==> src/rtl/uart_rx_fifo_if.sv <==
// Receiver-to-FIFO and FIFO-to-consumer signal bundle.
// master drives bytes and pops; slave is the FIFO.
interface uart_rx_fifo_if #(
    parameter int ADDR_W = 4
);
    logic [7:0]      RXDATA;
    logic            RXDONE;
    logic            RD_READY;
    logic            OVR_CLR;
    logic [7:0]      RD_DATA;
    logic            RD_VALID;
    logic [ADDR_W:0] COUNT;
    logic            FULL;
    logic            EMPTY;
    logic            OVERRUN;

    modport master (
        output RXDATA, RXDONE, RD_READY, OVR_CLR,
        input  RD_DATA, RD_VALID, COUNT, FULL, EMPTY, OVERRUN
    );

    modport slave (
        input  RXDATA, RXDONE, RD_READY, OVR_CLR,
        output RD_DATA, RD_VALID, COUNT, FULL, EMPTY, OVERRUN
    );
endinterface

==> src/rtl/uart_rx_fifo.sv <==
// Circular byte FIFO behind the UART receiver with first-word
// fall-through pop, occupancy flags and a sticky overrun flag.
module uart_rx_fifo #(
    parameter int DEPTH  = 16,
    parameter int ADDR_W = 4
) (
    input  logic           CLK,
    input  logic           RESET,
    uart_rx_fifo_if.slave  bus
);
    localparam logic [ADDR_W:0] DEPTH_C = (ADDR_W + 1)'(DEPTH);

    logic [7:0]        mem_q [DEPTH];
    logic [ADDR_W-1:0] wr_ptr_q, wr_ptr_d;
    logic [ADDR_W-1:0] rd_ptr_q, rd_ptr_d;
    logic [ADDR_W:0]   count_q, count_d;
    logic              full_q, full_d;
    logic              empty_q, empty_d;
    logic              ovr_q, ovr_d;
    logic              rxdone_q;

    logic push_req;
    logic pop;
    logic push;
    logic drop;

    // A full FIFO still accepts a byte when a pop frees a slot this cycle.
    assign push_req = bus.RXDONE & ~rxdone_q;
    assign pop      = ~empty_q & bus.RD_READY;
    assign push     = push_req & (~full_q | pop);
    assign drop     = push_req & full_q & ~pop;

    always_comb begin
        wr_ptr_d = wr_ptr_q;
        rd_ptr_d = rd_ptr_q;
        count_d  = count_q;
        if (push) begin
            wr_ptr_d = wr_ptr_q + 1'b1;
        end
        if (pop) begin
            rd_ptr_d = rd_ptr_q + 1'b1;
        end
        if (push && !pop) begin
            count_d = count_q + 1'b1;
        end else if (pop && !push) begin
            count_d = count_q - 1'b1;
        end
        full_d  = (count_d == DEPTH_C);
        empty_d = (count_d == '0);
        // Set wins over a simultaneous clear.
        if (drop) begin
            ovr_d = 1'b1;
        end else if (bus.OVR_CLR) begin
            ovr_d = 1'b0;
        end else begin
            ovr_d = ovr_q;
        end
    end

    always_ff @(posedge CLK) begin
        if (RESET) begin
            wr_ptr_q <= '0;
            rd_ptr_q <= '0;
            count_q  <= '0;
            full_q   <= 1'b0;
            empty_q  <= 1'b1;
            ovr_q    <= 1'b0;
            rxdone_q <= 1'b1;
        end else begin
            wr_ptr_q <= wr_ptr_d;
            rd_ptr_q <= rd_ptr_d;
            count_q  <= count_d;
            full_q   <= full_d;
            empty_q  <= empty_d;
            ovr_q    <= ovr_d;
            rxdone_q <= bus.RXDONE;
        end
    end

    always_ff @(posedge CLK) begin
        if (!RESET && push) begin
            mem_q[wr_ptr_q] <= bus.RXDATA;
        end
    end

    assign bus.RD_DATA  = mem_q[rd_ptr_q];
    assign bus.RD_VALID = ~empty_q;
    assign bus.COUNT    = count_q;
    assign bus.FULL     = full_q;
    assign bus.EMPTY    = empty_q;
    assign bus.OVERRUN  = ovr_q;
endmodule

==> src/flat_wrapper.sv <==
// flat-port wrapper written by rule: the top's interface ports become plain ports
module uart_rx_fifo_flat 
#(
    parameter int DEPTH  = 16,
    parameter int ADDR_W = 4
)
  (CLK, RESET, bus_RXDATA, bus_RXDONE, bus_RD_READY, bus_OVR_CLR, bus_RD_DATA, bus_RD_VALID, bus_COUNT, bus_FULL, bus_EMPTY, bus_OVERRUN);
  uart_rx_fifo_if #(.ADDR_W(ADDR_W)) bus_i ();
  input  logic CLK;
  input  logic RESET;
  input wire logic [$bits(bus_i.RXDATA)-1:0] bus_RXDATA;
  input wire logic [$bits(bus_i.RXDONE)-1:0] bus_RXDONE;
  input wire logic [$bits(bus_i.RD_READY)-1:0] bus_RD_READY;
  input wire logic [$bits(bus_i.OVR_CLR)-1:0] bus_OVR_CLR;
  output wire logic [$bits(bus_i.RD_DATA)-1:0] bus_RD_DATA;
  output wire logic [$bits(bus_i.RD_VALID)-1:0] bus_RD_VALID;
  output wire logic [$bits(bus_i.COUNT)-1:0] bus_COUNT;
  output wire logic [$bits(bus_i.FULL)-1:0] bus_FULL;
  output wire logic [$bits(bus_i.EMPTY)-1:0] bus_EMPTY;
  output wire logic [$bits(bus_i.OVERRUN)-1:0] bus_OVERRUN;
  assign bus_i.RXDATA = bus_RXDATA;
  assign bus_i.RXDONE = bus_RXDONE;
  assign bus_i.RD_READY = bus_RD_READY;
  assign bus_i.OVR_CLR = bus_OVR_CLR;
  assign bus_RD_DATA = bus_i.RD_DATA;
  assign bus_RD_VALID = bus_i.RD_VALID;
  assign bus_COUNT = bus_i.COUNT;
  assign bus_FULL = bus_i.FULL;
  assign bus_EMPTY = bus_i.EMPTY;
  assign bus_OVERRUN = bus_i.OVERRUN;
  uart_rx_fifo #(.DEPTH(DEPTH), .ADDR_W(ADDR_W)) u_core (.CLK(CLK), .RESET(RESET), .bus(bus_i));
endmodule
==> config.mk <==
export PLATFORM = sky130hd
export DESIGN_NAME = uart_rx_fifo_flat
export DESIGN_NICKNAME = d
export VERILOG_FILES = /design/src/rtl/uart_rx_fifo_if.sv /design/src/rtl/uart_rx_fifo.sv /design/src/flat_wrapper.sv
export SDC_FILE = /design/constraint.sdc
export NUM_CORES = 1
export LEC_CHECK = 0
export CAP_MARGIN = 25
export CORE_UTILIZATION = 55
export DETAILED_ROUTE_END_ITERATION = 10
export DONT_BUFFER_PORTS = 1
export PLACE_DENSITY = 0.73
export SKIP_CTS_REPAIR_TIMING = 1
export SYNTH_ARGS = -nofsm -noshare
export SYNTH_HDL_FRONTEND = slang
export SYNTH_SLANG_ARGS = --single-unit
==> constraint.sdc <==
create_clock -name CLK -period 1.74 [get_ports CLK]
set_input_delay 0.087 -clock CLK [delete_from_list [all_inputs] [get_ports CLK]]
set_output_delay 0.087 -clock CLK [all_outputs]
set_load 0.05 [all_outputs]
==> results.md <==
* Via-per-instance ratio at 5.95
* Layout overhead on the synthesized area at 24.4%
* Die span in y at 105 µm
* Vias at 2962
* Worst Setup EP: bus_RD_DATA[1]
* Most used DFF post-synth: edfxtp_1
* Initial DRC count at 289
* Worst R2R Path Depth at 4
* Final setup viols at 8
* Final hold viol count at 0
* CTS tree: done
* CTS Buf Count at 17
* Syn Area/Cell at 19.3 µm²
* Share of cells above drive strength 1 at 0.365
* Post-synth EDFFs at 128
* Slew HR at 0.582
* Final #Nets at 369
* First-pass DRT Iterations at 4
* Overall routed net length at 12600 µm
* # rows at 37
* H-tree lvl count at 4
* Failing checks: setup timing
* Reg-to-reg critical path endpoint: u_core.mem_q[9][7]$_DFFE_PP_
* Global-route wire length before repair at 18600 µm
* CTS root buf: clkbuf_8
* Synth cell types at 37
* Slew Limit Fails at 0
* Max Fclk at 0.418 GHz
* Met2 wire length at 6610 µm
* DR top layer: met4
* Chip Width at 105 µm
* RSZ-0062 raised after global routing: yes
* Final ANT Viol Nets at 0
* I/O pin count at 30
* Pwr/cell area at 1320 nW/µm²
* RePlAce Congestion at 0.786
* Total gr overflow at 0
* Hold Path Class: primary input to flop
* Kind of start point of the critical path: flop
* Async SR Flop Fraction at 0
* Port Buffers at 0
* #FFs+latches synth at 149
* WL per Instance at 25.3 µm
* Largest net degree at the start of global routing at 33
* Mapped cell area at 5820 µm²
* Antenna diodes at 0
* Seq/Total Area, Yosys at 0.732
* Detailed-route DRC error count at 0
* Hold Slack at 0.0270 ns
* Fin crit share at 1.37
* CTS Buffer Depth at 2
* CP Capture Type: output port
* Yosys Warn Count at 0
* Max-cap violations at 0
* Slew @ Worst Pin at 0.625 ns
* Critical setup path kind: flop to output port
* R2r setup slk at 0.09 ns
* Die Area at 11000 µm²
* Final WS setup at -0.652 ns
* Static leakage at 2.33 nW
* Status: finished, violations left
* Wire length on met3 at 652 µm
* Clk slew on worst S/H paths at 0.06 ns
* Gate Count Post-Synth at 301
* Final Skew at 0.00819 ns
* Initial antenna violation count at 0
* Final min period at 2.39 ns
* Crit path DAT at 2.30 ns
* Gr usage total at 0.248
* Critical R2R Launch: u_core.bus.EMPTY$_SDFF_PP1_
* Worst vdd ir at 1.02 mV
* Fin Setup TNS at -5.02 ns
* Clk Latency, worst-skew pair at 0.52 ns
* Starting Density at 0.566
* Syn Nets at 321
* Number of global-route vias before repair at 3024
* Core ar. at 10300 µm²
* Critical-path maximum fanout at 6
* Sink Count at 149
* Dpl hpwl at 7370 µm
* Required time worst endpoint at 1.65 ns
* Met1 WL at 5080 µm
==> metrics by stage <==
step	area (µm²)	util	std cells	total power, W	worst slack (ns)
after global placement	6410	0.623	451	0.00551	-0.0848
after global routing	7240	0.705	498	0.00985	-0.713
after floorplan	6010	-	301	0.00532	-0.0407
after detailed placement	6410	0.623	451	0.00554	-0.125
final	7240	0.705	498	0.00955	-0.652
after CTS	7050	0.686	483	0.00946	-0.734
==> placed cells by master (no fill, tap or decap), types with 2 or more instances in the layout <==
cell           synthesis  layout
buf_12                 0      12
clkinv_1               0       2
nor2_1                36      20
dfxtp_2                0       2
inv_6                  0       2
nand4_1                3       3
bufinv_16              0       5
nand2_1                9       5
edfxtp_1             128     128
inv_1                  6       6
clkinvlp_4             0       2
a21oi_1                6       6
buf_4                  3      15
dlygate4sd3_1          0      12
xor2_1                 6       6
clkinv_4               0       3
nor2_4                 0      16
clkbuf_16              0      17
nand3_1                2       2
xnor2_1                3       3
ha_1                   7       7
mux4_2                40      40
dfxtp_1               21      17
nand2_2                0       4
dfxtp_4                0       2
==> worst max-delay path: stages, from the launching register on <==
cell and delay (ns):
dfxtp_4 0.42, buf_8 0.16, mux4_2 0.53, mux4_2 0.68
==> per-layer routing <==
metal,GRT usage,up-vias
li1,-,1299
met1,0.315,1504
met2,0.407,137
met3,0.0624,22
met4,0.109,0
met5,0,-
==> sequential cells by signal, summed over array words and instances (netlist names), named ones only <==
signal              count
u_core.rxdone_q         1
u_core.mem_q          128
u_core.bus.COUNT        5
u_core.bus.FULL         1
u_core.bus.EMPTY        1
u_core.rd_ptr_q         4
u_core.wr_ptr_q         4
u_core.bus.OVERRUN      1
==> where the power goes <==
part	internal, W	leakage, nW	switching [W]	total (W)
logic	0.000678	0.697	0.000864	0.00154
registers	0.00397	1.32	0.000102	0.00407
clock network	0.00249	0.306	0.00145	0.00394
total	0.00713	2.33	0.00242	0.00955
==> kinds of logic after synthesis <==
logic type | share of synthesized area
AOI/OAI and AO/OA | 0.0163
DFF | 0.732
and+or+nand+nor | 0.0505
buffers and inverters | 0.0157
adders and majority gates | 0.0150
xor gates and xnor gates | 0.0135
muxes | 0.156
==> worst min path at each step <==
| stage | cells after the start | end | start |
|---|---|---|---|
| after detailed placement | 1 | u_core.bus.COUNT[1]$_SDFF_PP0_ | RESET |
| after global routing | 4 | u_core.rd_ptr_q[1]$_SDFFE_PP0P_ | bus_RD_READY |
| after CTS | 1 | u_core.bus.COUNT[1]$_SDFF_PP0_ | RESET |
| after floorplan | 0 | u_core.mem_q[0][0]$_DFFE_PP_ | bus_RXDATA[0] |
| final | 4 | u_core.bus.COUNT[4]$_SDFF_PP0_ | RESET |
| after global placement | 1 | u_core.bus.COUNT[1]$_SDFF_PP0_ | RESET |
==> cell usage after synthesis, types with 5 or more instances <==
library cell,instances,share of area
mux4_2,40,0.15
dfxtp_1,21,0.072
nand2_1,9,0.0058
edfxtp_1,128,0.66
xor2_1,6,0.0090
inv_1,6,0.0039
ha_1,7,0.015
buf_1,5,0.0032
a21oi_1,6,0.0052
nor2_1,36,0.023
==> layout make-up <==
cell class | count | area [µm²]
flip-flops and latches | 149 | 4270
fillers | 635 | 3030
multi-input cells | 133 | 1610
repair buffers | 42 | 524
clock buffers | 17 | 414
clock inverters | 15 | 228
well taps | 136 | 170
inverters | 6 | 22.5
(Power assumes the default switching activity.)
